===== config.mk =====
export PLATFORM = sky130hd
export DESIGN_NAME = pcie_c2h_dsc_gen_flat
export DESIGN_NICKNAME = d
export VERILOG_FILES = /design/src/rtl/pcie_c2h_dsc_gen_if.sv /design/src/rtl/pcie_c2h_dsc_gen.sv /design/src/flat_wrapper.sv
export SDC_FILE = /design/constraint.sdc
export NUM_CORES = 1
export LEC_CHECK = 0
export CAP_MARGIN = 10
export CORE_AREA = 2 2 116 118
export DETAILED_ROUTE_END_ITERATION = 8
export DIE_AREA = 0 0 118 120
export GPL_TIMING_DRIVEN = 0
export PLACE_DENSITY = 0.77
export SLEW_MARGIN = 20
export SYNTH_ARGS = -nofsm -noshare
export SYNTH_HDL_FRONTEND = slang
export SYNTH_SLANG_ARGS = --single-unit

===== constraint.sdc =====
create_clock -name user_clk -period 3.95 [get_ports user_clk]
set_input_delay 0.395 -clock user_clk [delete_from_list [all_inputs] [get_ports user_clk]]
set_output_delay 0.395 -clock user_clk [all_outputs]
set_load 0.03 [all_outputs]

===== src/rtl/pcie_c2h_dsc_gen_if.sv =====
// Request and XDMA descriptor-bypass bundle for pcie_c2h_dsc_gen.
// slave: generator view, master: producer/XDMA view.
interface pcie_c2h_dsc_gen_if;
  logic        req_valid;
  logic        req_ready;
  logic [27:0] req_len;
  logic [63:0] dsc_byp_dst_addr;
  logic [63:0] dsc_byp_src_addr;
  logic [27:0] dsc_byp_len;
  logic [15:0] dsc_byp_ctl;
  logic        dsc_byp_ready;
  logic        dsc_byp_load;

  modport slave (
    input  req_valid, req_len, dsc_byp_ready,
    output req_ready, dsc_byp_dst_addr, dsc_byp_src_addr,
    output dsc_byp_len, dsc_byp_ctl, dsc_byp_load
  );

  modport master (
    output req_valid, req_len, dsc_byp_ready,
    input  req_ready, dsc_byp_dst_addr, dsc_byp_src_addr,
    input  dsc_byp_len, dsc_byp_ctl, dsc_byp_load
  );
endinterface


===== src/rtl/pcie_c2h_dsc_gen.sv =====
// XDMA C2H descriptor-bypass generator for a fixed-slot host ring.
// Optional statistics counters: define PCIE_C2H_DSC_STATS_EN.
module pcie_c2h_dsc_gen #(
  parameter logic [63:0] RING_BASE    = 64'h1_0000_0000,
  parameter int          RING_ENTRIES = 16,
  parameter logic [27:0] ENTRY_BYTES  = 28'h1000,
  parameter logic [15:0] DSC_CTL      = 16'h0000,
  localparam int         IW = $clog2(RING_ENTRIES)
) (
  input  logic          user_clk,
  input  logic          user_resetn,
  input  logic          user_lnk_up,
  pcie_c2h_dsc_gen_if.slave bus,
  input  logic          host_credit_valid,
  input  logic [8:0]    host_credit_cnt,
  output logic [8:0]    free_cnt,
  output logic [IW-1:0] prod_idx,
  output logic          err_clamp,
  output logic          err_credit_ovf,
  output logic [31:0]   stat_desc_cnt,
  output logic [31:0]   stat_stall_cyc
);

  typedef enum logic {IDLE, ISSUE} state_t;

  localparam logic [9:0] FULL = 10'(RING_ENTRIES);

  state_t        state_q;
  logic [63:0]   dst_q;
  logic [27:0]   len_q;
  logic [IW-1:0] prod_idx_q;
  logic [8:0]    free_q;
  logic          clamp_q;
  logic          ovf_q;

  logic          accept;
  logic          consume;
  logic          len_fix;
  logic [27:0]   len_d;
  logic [63:0]   dst_d;
  logic [9:0]    free_sum;
  logic [8:0]    free_d;
  logic          ovf_d;

  assign bus.req_ready = (state_q == IDLE) & user_lnk_up
                       & (free_q != 9'd0);
  assign accept  = bus.req_valid & bus.req_ready;
  assign bus.dsc_byp_load = (state_q == ISSUE)
                          & bus.dsc_byp_ready & user_lnk_up;
  assign consume = bus.dsc_byp_load;

  // Descriptor fields for the slot the next request lands in.
  always_comb begin
    len_fix = (bus.req_len == 28'd0) || (bus.req_len > ENTRY_BYTES);
    len_d   = len_fix ? ENTRY_BYTES : bus.req_len;
    dst_d   = RING_BASE + 64'(prod_idx_q) * 64'(ENTRY_BYTES);
  end

  // Credit bookkeeping; consume and host return apply together.
  always_comb begin
    free_sum = {1'b0, free_q} - {9'd0, consume}
             + (host_credit_valid ? {1'b0, host_credit_cnt} : 10'd0);
    ovf_d    = free_sum > FULL;
    free_d   = ovf_d ? FULL[8:0] : free_sum[8:0];
  end

  // Issue FSM with registered descriptor, index, credit and error state.
  always_ff @(posedge user_clk or negedge user_resetn) begin
    if (!user_resetn) begin
      state_q    <= IDLE;
      dst_q      <= RING_BASE;
      len_q      <= ENTRY_BYTES;
      prod_idx_q <= '0;
      free_q     <= FULL[8:0];
      clamp_q    <= 1'b0;
      ovf_q      <= 1'b0;
    end else begin
      free_q <= free_d;
      if (ovf_d) ovf_q <= 1'b1;
      unique case (state_q)
        IDLE: begin
          if (accept) begin
            dst_q   <= dst_d;
            len_q   <= len_d;
            state_q <= ISSUE;
            if (len_fix) clamp_q <= 1'b1;
          end
        end
        ISSUE: begin
          if (consume) begin
            state_q    <= IDLE;
            prod_idx_q <= prod_idx_q + IW'(1);
          end
        end
        default: state_q <= IDLE;
      endcase
    end
  end

  assign bus.dsc_byp_dst_addr = dst_q;
  assign bus.dsc_byp_src_addr = 64'd0;
  assign bus.dsc_byp_len      = len_q;
  assign bus.dsc_byp_ctl      = DSC_CTL;
  assign free_cnt             = free_q;
  assign prod_idx             = prod_idx_q;
  assign err_clamp            = clamp_q;
  assign err_credit_ovf       = ovf_q;

`ifdef PCIE_C2H_DSC_STATS_EN
  logic [31:0] desc_q;
  logic [31:0] stall_q;
  logic        stall;

  assign stall = ((state_q == ISSUE) & ~bus.dsc_byp_ready)
               | (bus.req_valid & (free_q == 9'd0));

  // Free-running wrap-around counters of issued descriptors and stalls.
  always_ff @(posedge user_clk or negedge user_resetn) begin
    if (!user_resetn) begin
      desc_q  <= 32'd0;
      stall_q <= 32'd0;
    end else begin
      if (consume) desc_q  <= desc_q + 32'd1;
      if (stall)   stall_q <= stall_q + 32'd1;
    end
  end

  assign stat_desc_cnt  = desc_q;
  assign stat_stall_cyc = stall_q;
`else
  assign stat_desc_cnt  = 32'd0;
  assign stat_stall_cyc = 32'd0;
`endif

endmodule


===== src/flat_wrapper.sv =====
// flat-port wrapper written by rule: the top's interface ports become plain ports
module pcie_c2h_dsc_gen_flat 
#(
  parameter logic [63:0] RING_BASE    = 64'h1_0000_0000,
  parameter int          RING_ENTRIES = 16,
  parameter logic [27:0] ENTRY_BYTES  = 28'h1000,
  parameter logic [15:0] DSC_CTL      = 16'h0000,
  localparam int         IW = $clog2(RING_ENTRIES)
)
  (user_clk, user_resetn, user_lnk_up, host_credit_valid, host_credit_cnt, free_cnt, prod_idx, err_clamp, err_credit_ovf, stat_desc_cnt, stat_stall_cyc, bus_req_valid, bus_req_len, bus_dsc_byp_ready, bus_req_ready, bus_dsc_byp_dst_addr, bus_dsc_byp_src_addr, bus_dsc_byp_len, bus_dsc_byp_ctl, bus_dsc_byp_load);
  pcie_c2h_dsc_gen_if bus_i ();
  input  logic user_clk;
  input  logic user_resetn;
  input  logic user_lnk_up;
  input  logic host_credit_valid;
  input  logic [8:0] host_credit_cnt;
  output logic [8:0] free_cnt;
  output logic [IW-1:0] prod_idx;
  output logic err_clamp;
  output logic err_credit_ovf;
  output logic [31:0] stat_desc_cnt;
  output logic [31:0] stat_stall_cyc;
  input wire logic [$bits(bus_i.req_valid)-1:0] bus_req_valid;
  input wire logic [$bits(bus_i.req_len)-1:0] bus_req_len;
  input wire logic [$bits(bus_i.dsc_byp_ready)-1:0] bus_dsc_byp_ready;
  output wire logic [$bits(bus_i.req_ready)-1:0] bus_req_ready;
  output wire logic [$bits(bus_i.dsc_byp_dst_addr)-1:0] bus_dsc_byp_dst_addr;
  output wire logic [$bits(bus_i.dsc_byp_src_addr)-1:0] bus_dsc_byp_src_addr;
  output wire logic [$bits(bus_i.dsc_byp_len)-1:0] bus_dsc_byp_len;
  output wire logic [$bits(bus_i.dsc_byp_ctl)-1:0] bus_dsc_byp_ctl;
  output wire logic [$bits(bus_i.dsc_byp_load)-1:0] bus_dsc_byp_load;
  assign bus_i.req_valid = bus_req_valid;
  assign bus_i.req_len = bus_req_len;
  assign bus_i.dsc_byp_ready = bus_dsc_byp_ready;
  assign bus_req_ready = bus_i.req_ready;
  assign bus_dsc_byp_dst_addr = bus_i.dsc_byp_dst_addr;
  assign bus_dsc_byp_src_addr = bus_i.dsc_byp_src_addr;
  assign bus_dsc_byp_len = bus_i.dsc_byp_len;
  assign bus_dsc_byp_ctl = bus_i.dsc_byp_ctl;
  assign bus_dsc_byp_load = bus_i.dsc_byp_load;
  pcie_c2h_dsc_gen #(.RING_BASE(RING_BASE), .RING_ENTRIES(RING_ENTRIES), .ENTRY_BYTES(ENTRY_BYTES), .DSC_CTL(DSC_CTL)) u_core (.user_clk(user_clk), .user_resetn(user_resetn), .user_lnk_up(user_lnk_up), .bus(bus_i), .host_credit_valid(host_credit_valid), .host_credit_cnt(host_credit_cnt), .free_cnt(free_cnt), .prod_idx(prod_idx), .err_clamp(err_clamp), .err_credit_ovf(err_credit_ovf), .stat_desc_cnt(stat_desc_cnt), .stat_stall_cyc(stat_stall_cyc));
endmodule

# --- Word-level counts from Yosys, hierarchy flattened ---
# Index checks and enable logic that the tools add are counted.
word_totals:
  out_inout_bits: 253
  ff_bits: 108
  word_cells: 31
  inputBits: 43
classes:
  addsub: 4
  bitwise: 6
  n_mux: 6
  order_cmp: 2
  n_reduce_logical: 6
ops:
  columns: ["operator", "count"]
  rows:
  - ["33-bit by 16-bit adder with 34-bit output (first input constant)", 1]
  - ["28-bit by 13-bit > comparator with 1-bit output (second input constant)", 1]
  - ["28-bit logical NOT", 1]
  - ["28-bit two-way mux", 1]
  - ["9-bit two-way mux", 2]
  - ["10-bit adder", 1]
  - ["10-bit by 5-bit > comparator with 1-bit output (second input constant)", 1]
  - ["9-bit by 1-bit subtractor with 10-bit output", 1]
  - ["9-bit nonzero test", 1]
  - ["1-bit AND", 5]
  - ["4-bit by 1-bit adder with 4-bit output (second input constant)", 1]
  - ["2-bit AND reduction", 2]
  - ["3-bit AND reduction", 1]
  - ["1-bit two-way mux", 2]
  - ["1-bit case mux with 2 select lines", 1]
  - ["1-bit logical OR", 1]
  - ["1-bit inverter", 1]

# --- Longest topological paths before layout ---
# Gate-level depths: netlist of run 1.
depth:
  word_depth: 6
  depth_mapped: 14
  ltp_nobuf: 13

# --- Worst setup path before layout of run 1 ---
# No wires, ideal clock.
synth_path:
  path_kind: "input to register"
  from: "input host_credit_valid"
  to: "register u_core.ovf_q (netlist: u_core.err_credit_ovf)"
  required_time_ns: 3.819
  slack_ns: 0.664
  arrival_ns: 3.155
  setup_time_ns: 0.131
  cell_stages: 12
  path_buffers: 2
  path_cell_list: "clkbuf_1 > nand2_1 > ha_1 > inv_1 > ha_1 > a211oi_2 > o21ai_2 > o31a_1 > or3_1 > or4_1 > buf_2 > or3_1"
synth_between:
  elab_chain_cells: 3
synth_lines:
  columns: ["element", "line_no", "text"]
  rows:
  - ["start, declared", "flat_wrapper.sv:15", "input logic host_credit_valid;"]
  - ["9-bit two-way mux", "pcie_c2h_dsc_gen.sv:62", "+ (host_credit_valid ? {1'b0, host_credit_cnt} : 10'd0);"]
  - ["10-bit adder", "pcie_c2h_dsc_gen.sv:62", null]
  - ["10-bit by 5-bit > comparator with 1-bit output", "pcie_c2h_dsc_gen.sv:63", "ovf_d = free_sum > FULL;"]
  - ["end signal, assigned", "pcie_c2h_dsc_gen.sv:76", "ovf_q <= 1'b0;"]
  - ["end signal, assigned", "pcie_c2h_dsc_gen.sv:79", "if (ovf_d) ovf_q <= 1'b1;"]
  - ["end, declared", "pcie_c2h_dsc_gen.sv:34", "logic ovf_q;"]
# Every way passes these cells.
# A chain may end at the register's enable or synchronous reset.

# --- Worst setup path after layout of run 1 ---
layout_path:
  from: "input user_lnk_up"
  to: "register u_core.ovf_q (netlist: u_core.err_credit_ovf)"
layout_between:
  elab_chain_cells: 4
layout_lines:
  columns: ["element", "line_no", "text"]
  rows:
  - ["start, declared", "flat_wrapper.sv:14", "input logic user_lnk_up;"]
  - ["1-bit AND", "pcie_c2h_dsc_gen.sv:49", "& bus.dsc_byp_ready & user_lnk_up;"]
  - ["9-bit by 1-bit subtractor with 10-bit output", "pcie_c2h_dsc_gen.sv:61", "free_sum = {1'b0, free_q} - {9'd0, consume}"]
  - ["10-bit adder", "pcie_c2h_dsc_gen.sv:62", null]
  - ["10-bit by 5-bit > comparator with 1-bit output", "pcie_c2h_dsc_gen.sv:63", null]
# Every way passes these cells.

==> results of run 1 <==
## worst max-delay path, cell delays in order
cell             delay [ns]
clkdlybuf4s50_1        0.54
nand3_1                0.19
inv_1                  0.19
nand2b_1               0.11
nand2_1                0.07
ha_1                   0.20
inv_1                  0.07
fa_1                   0.40
nor2b_1                0.17
o31a_1                 0.19
o22ai_1                0.12
mux2i_1                0.13
or4_1                  0.57
buf_2                  0.18
or3_1                  0.34
## through the flow
stage / utilization / std cells / hold slack (ns)
final: 0.465 / 919 / 0.159
after CTS: 0.465 / 919 / 0.185
after global routing: 0.465 / 919 / 0.217
after global placement: 0.450 / 910 / 0.459
after floorplan: - / 644 / 0.0994
after detailed placement: 0.452 / 911 / 0.462
## layout make-up
| class | count | area, µm² |
|---|---|---|
| Clock inverter | 2 | 38.8 |
| Tap cell | 176 | 220 |
| Clock buffer | 6 | 139 |
| Buffer | 210 | 1560 |
| Inverter | 30 | 113 |
| Fill cell | 1239 | 6940 |
| Timing Repair Buffer | 91 | 923 |
| Sequential cell | 48 | 1200 |
| Multi-Input combinational cell | 356 | 1850 |
## kinds of logic (layout without fill, tap and decap cells)
logic type,after synthesis,count (layout),synth area share
adder cells (fa/ha/maj),19,19,0.0621
AO/OA/AOI/OAI,39,39,0.0745
AND/OR/NAND/NOR,77,77,0.102
flip-flops,48,48,0.305
XOR/XNOR,7,7,0.0155
other,2,208,0.00190
multiplexers,6,6,0.0165
buffers and inverters,240,339,0.423
## power by group through the flow
stage               logic, µW  registers (µW)  clock network [µW]
floorplan                 584             656                   0
global placement          847             584                   0
detailed placement        853             586                   0
CTS                       855             577                 516
global route              925             585                 537
finish                    860             575                 497
## synth_stat cells, drive strengths merged, types with 3 or more instances
master and n:
buf 205, dfrtp 46, inv 30, nand2 22, ha 18, and2 16, a22o 11, nor2 10
a21oi 9, nor4 7, xnor2 7, clkbuf 5, a21o 4, mux2 4, nand2b 4, nor3 3
o211ai 3, o21ai 3, or3 3
## worst max path at each step
stage / startpoint / to / slack (ns) / cells past startpoint
after global routing: user_lnk_up / u_core.err_credit_ovf / 0.0009 / 15
after detailed placement: user_lnk_up / u_core.err_credit_ovf / -0.02 / 15
after CTS: user_lnk_up / u_core.err_credit_ovf / 0.26 / 15
final: user_lnk_up / u_core.err_credit_ovf / 0.25 / 15
after floorplan: host_credit_valid / u_core.err_credit_ovf / 0.66 / 12
after global placement: user_lnk_up / u_core.err_credit_ovf / -0.04 / 15
## flip-flops by register name, summed over array words and instances, names as in the netlist
| name | flops |
|---|---|
| u_core.bus.dsc_byp_dst_addr | 4 |
| u_core.bus.dsc_byp_len | 28 |
| u_core.err_clamp | 1 |
| u_core.err_credit_ovf | 1 |
| u_core.free_cnt | 9 |
| u_core.prod_idx | 4 |
| u_core.state_q | 1 |
## metal layers
metal / GRT usage / wire [µm] / up-vias
met5: 0 / 0 / -
met4: 0.0233 / 99 / 0
met3: 0.0513 / 1010 / 10
met2: 0.202 / 4120 / 170
met1: 0.127 / 3290 / 1253
li1: - / - / 1601
## cell usage in the layout (no fill, tap or decap), types with 10 or more instances in the layout
master / instances
buf_4: 204
inv_1: 30
conb_1: 208
ha_1: 18
nand2_1: 22
nor2_1: 10
and2_1: 16
dfrtp_1: 46
clkdlybuf4s50_1: 89
a22o_1: 11
==> flow_summary.yaml, run 1 <==
grt:
  overflow: 0
  grt_use_total: 0.114
  grt_pass1_wl_mm: 13.1
  grt_max_degree: 31
  grt_pass1_vias: 2675
  antenna_found_initial: 0
synth:
  syn_inst: 438
  yosysTopAreaCell: "buf_4"
  synth_seq_area_share: 0.305
  synth_top_area_share: 0.388
  synth_cell_type_count: 43
  synth_edf_count: 0
  async_reset_ff_frac: 1.00
  synth_area_leaders: "buf_4 (39%), dfrtp_1 (29%), ha_1 (5.7%), inv_1 (2.9%), and2_1 (2.5%)"
  syn-cell-area_um2: 3950
  ys_seq_elements: 48
  synthFlopType: "dfrtp_1"
  syn_avg_cell_area_um2: 9.01
  ys_warn_count: 0
worst_setup_path:
  rr_endpoint: "u_core.err_credit_ovf"
  critPathMaxFanout: 6
  r2r_slack_ns: 0.53
  timing.rr.start: "u_core.state_q"
  critPathLaunchType: "input pin"
  required_ns: 4.11
  rr_worst_depth: 14
  endpoint_kind: "flip-flop"
  worst-setup-path-type: "input pin to flip-flop"
  cp.arrival_ns: 3.86
placement:
  io_buffers: 90
  dp_hpwl_mm: 7.42
  place.gp.congestion: 0.794
  place_ws_ns: -0.0182
  dpl-instance-area_um2: 5860
sta:
  rsz0062_at_grt: "no"
  relSlewSlack: 0.525
  maxSlewViolCount: 0
  fin_crit_sh: 0.937
  setup-violations-final: 0
  hold_viol_final: 0
  skew_ns: 0.00491
  worst_pin_slew_ns: 0.713
  max_freq_mhz: 270
  setup_slack_ns: 0.248
  period_needed_ns: 3.70
  final.setup.tns_ns: 0
die:
  io_pins: 296
  core_um2: 13000
  die_h_um: 120
  initial_core_util: 0.304
  dieArea_um2: 14200
  num_rows: 42
  die_w_um: 118
finish:
  stdcell_area_um2: 6040
  fin_nets: 804
  drive_gt1_frac: 0.303
  area_growth_pct: 53.1
  antenna_cells: 0
clock_network:
  cts_resized: 0
  hold_buffers: 0
  htreeDepth: 2
  post_cts_buffers: 0
  clockBufferDepth: 2
  cts.sinks: 48
  cts_buffers: 5
  cts_tree: "yes"
  cts_root_buf: "clkbuf_16"
  clock_latency_ns: 0.28
  clk_pin_slew_ns: 0.07
pwr:
  total_power_uw: 1930
  cellLeakagePower_uw: 0.00346
  switching_power_uw: 740
  pwr-share-seq: 0.298
  p_int_uw: 1190
  power_density_nw_per_um2: 320
  p_clk_frac: 0.257
  pwr-share-comb: 0.445
  p_sw_frac: 0.383
  vdd_drop_max_v: 0.000186
worst_hold_path:
  worst_hold_path_type: "input pin to asynchronous set/reset pin"
detailed_routing:
  viasPerCell: 3.30
  vias: 3034
  post-route-drc-count: 0
  drtIter0Drc: 90
  detail-route-antenna-nets: 0
  drt_pass1_iterations: 4
  wl_mm: 8.51
  wire_per_inst_um: 9.26
job:
  cap_violations: 0
outcome:
  outcome: "finished, final reports clean"
(Power assumes the default switching activity.)
==> run 2, diff against run 1 <==
Settings changed: SLEW_MARGIN 20 to unset.
==> flow_summary.yaml, run 2 (same netlist as run 1, synthesis figures left out) <==
outcome:
  outcome: "finished, final reports clean"
sta:
  maxSlewViolCount: 0
  period_needed_ns: 3.64
  whs_ns: 0.0158
  relSlewSlack: 0.597
  skew_ns: 0.00253
  fin_crit_sh: 0.920
  worst_pin_slew_ns: 0.600
  setup-violations-final: 0
  final.setup.tns_ns: 0
  max_freq_mhz: 275
  hold_viol_final: 0
  rsz0062_at_grt: "no"
placement:
  place.gp.congestion: 0.794
  io_buffers: 90
  dpl-instance-area_um2: 5860
  dp_hpwl_mm: 7.34
worst_setup_path:
  timing.rr.start: "u_core.state_q"
  cp.arrival_ns: 3.80
  required_ns: 4.11
  r2r_slack_ns: 0.57
  endpoint_kind: "flip-flop"
  rr_worst_depth: 14
  critPathLaunchType: "input pin"
  critPathMaxFanout: 6
  rr_endpoint: "u_core.err_credit_ovf"
  worst-setup-path-type: "input pin to flip-flop"
clock_network:
  cts_resized: 0
  hold_buffers: 0
  htreeDepth: 2
  clk_pin_slew_ns: 0.06
  cts_tree: "yes"
  cts_buffers: 5
  cts.sinks: 48
  cts_root_buf: "clkbuf_16"
  clockBufferDepth: 2
  post_cts_buffers: 0
  clock_latency_ns: 0.28
detailed_routing:
  met3WireLength_mm: 1.08
  route.met2.wl_mm: 4.08
  drt_pass1_iterations: 4
  drtIter0Drc: 86
  routed.top_layer: "met4"
  post-route-drc-count: 0
  wire_per_inst_um: 9.22
  wl_mm: 8.48
  drt-met1-wl_mm: 3.22
  detail-route-antenna-nets: 0
  vias: 3046
  viasPerCell: 3.31
die:
  core_um2: 13000
  die_w_um: 118
  die_h_um: 120
  dieArea_um2: 14200
  initial_core_util: 0.304
  io_pins: 296
  num_rows: 42
pwr:
  total_power_uw: 1930
  cellLeakagePower_uw: 0.00345
  vdd_drop_max_v: 0.000177
  power_density_nw_per_um2: 320
grt:
  overflow: 0
  grt_max_degree: 34
  antenna_found_initial: 0
  grt_use_total: 0.115
  grt_pass1_vias: 2688
  grt_pass1_wl_mm: 13.2
finish:
  fill_cells: 1246
  area_growth_pct: 52.9
  antenna_cells: 0
  fin_nets: 804
  stdcell_area_um2: 6030
  largest_reg_flops: 28
  drive_gt1_frac: 0.304
  mostFrequentLayoutCells: "conb_1 (208), buf_4 (204), clkdlybuf4s50_1 (89)"
  post-route-util: 0.465
  final_common_cell: "conb_1"
job:
  cap_violations: 0
worst_hold_path:
  worst_hold_path_type: "input pin to asynchronous set/reset pin"
run 2: changes by cell type in the layout (fill, tap and decap cells not counted):
cell,delta
buf_12,+1
buf_16,-1
inv_2,+1
inv_1,-1
run 2: metrics by stage:
step,cells,setup WS (ns)
CTS,919,0.264
detailed placement,911,-0.0123
global placement,910,-0.0428
global route,919,0.0463
floorplan,644,0.664
finish,919,0.315
run 2: worst max-delay path by stage:
stage / cells past startpoint / from / to
2_1_floorplan: 12 / host_credit_valid / u_core.err_credit_ovf
3_3_place_gp: 15 / user_lnk_up / u_core.err_credit_ovf
3_5_place_dp: 15 / user_lnk_up / u_core.err_credit_ovf
4_1_cts: 15 / user_lnk_up / u_core.err_credit_ovf
5_1_grt: 15 / user_lnk_up / u_core.err_credit_ovf
6_report: 15 / user_lnk_up / u_core.err_credit_ovf
run 2: routing by layer:
metal,vias up,global-route usage
met3,8,0.0556
met1,1257,0.123
met5,-,0
met4,0,0.0256
met2,178,0.206
li1,1603,-
run 2: layout make-up:
class	instances	area, µm²	area share
sequential	48	1200	0.199
multi-input combinational	356	1850	0.306
inverter	30	113	0.0187
clock buffer	6	139	0.0230
clock inverter	2	38.8	0.00643
buffer	210	1560	0.258
tap	176	220	0.0365
timing repair buffer	91	916	0.152
run 2: critical path: stages:
cell and delay [ns]:
clkdlybuf4s50_1 0.52, nand3_1 0.20, inv_2 0.15, nand2b_1 0.10
nand2_1 0.07, ha_1 0.20, inv_1 0.07, fa_1 0.40
nor2b_1 0.16, o31a_1 0.20, o22ai_1 0.12, mux2i_1 0.13
or4_1 0.56, buf_2 0.18, or3_1 0.34
run 2: where the power goes:
group          internal (µW)  leakage, µW  switching (µW)  total, µW
sequential               534     0.000631            39.9        574
combinational            339      0.00273             519        858
clock                    317    0.0000871             183        500
==> run 3, diff against run 2 <==
Settings changed: ABC_CLOCK_PERIOD_IN_PS set to 3950.
==> results of run 3 <==
The final DEF is identical to that of run 2; final timing and power are the same.
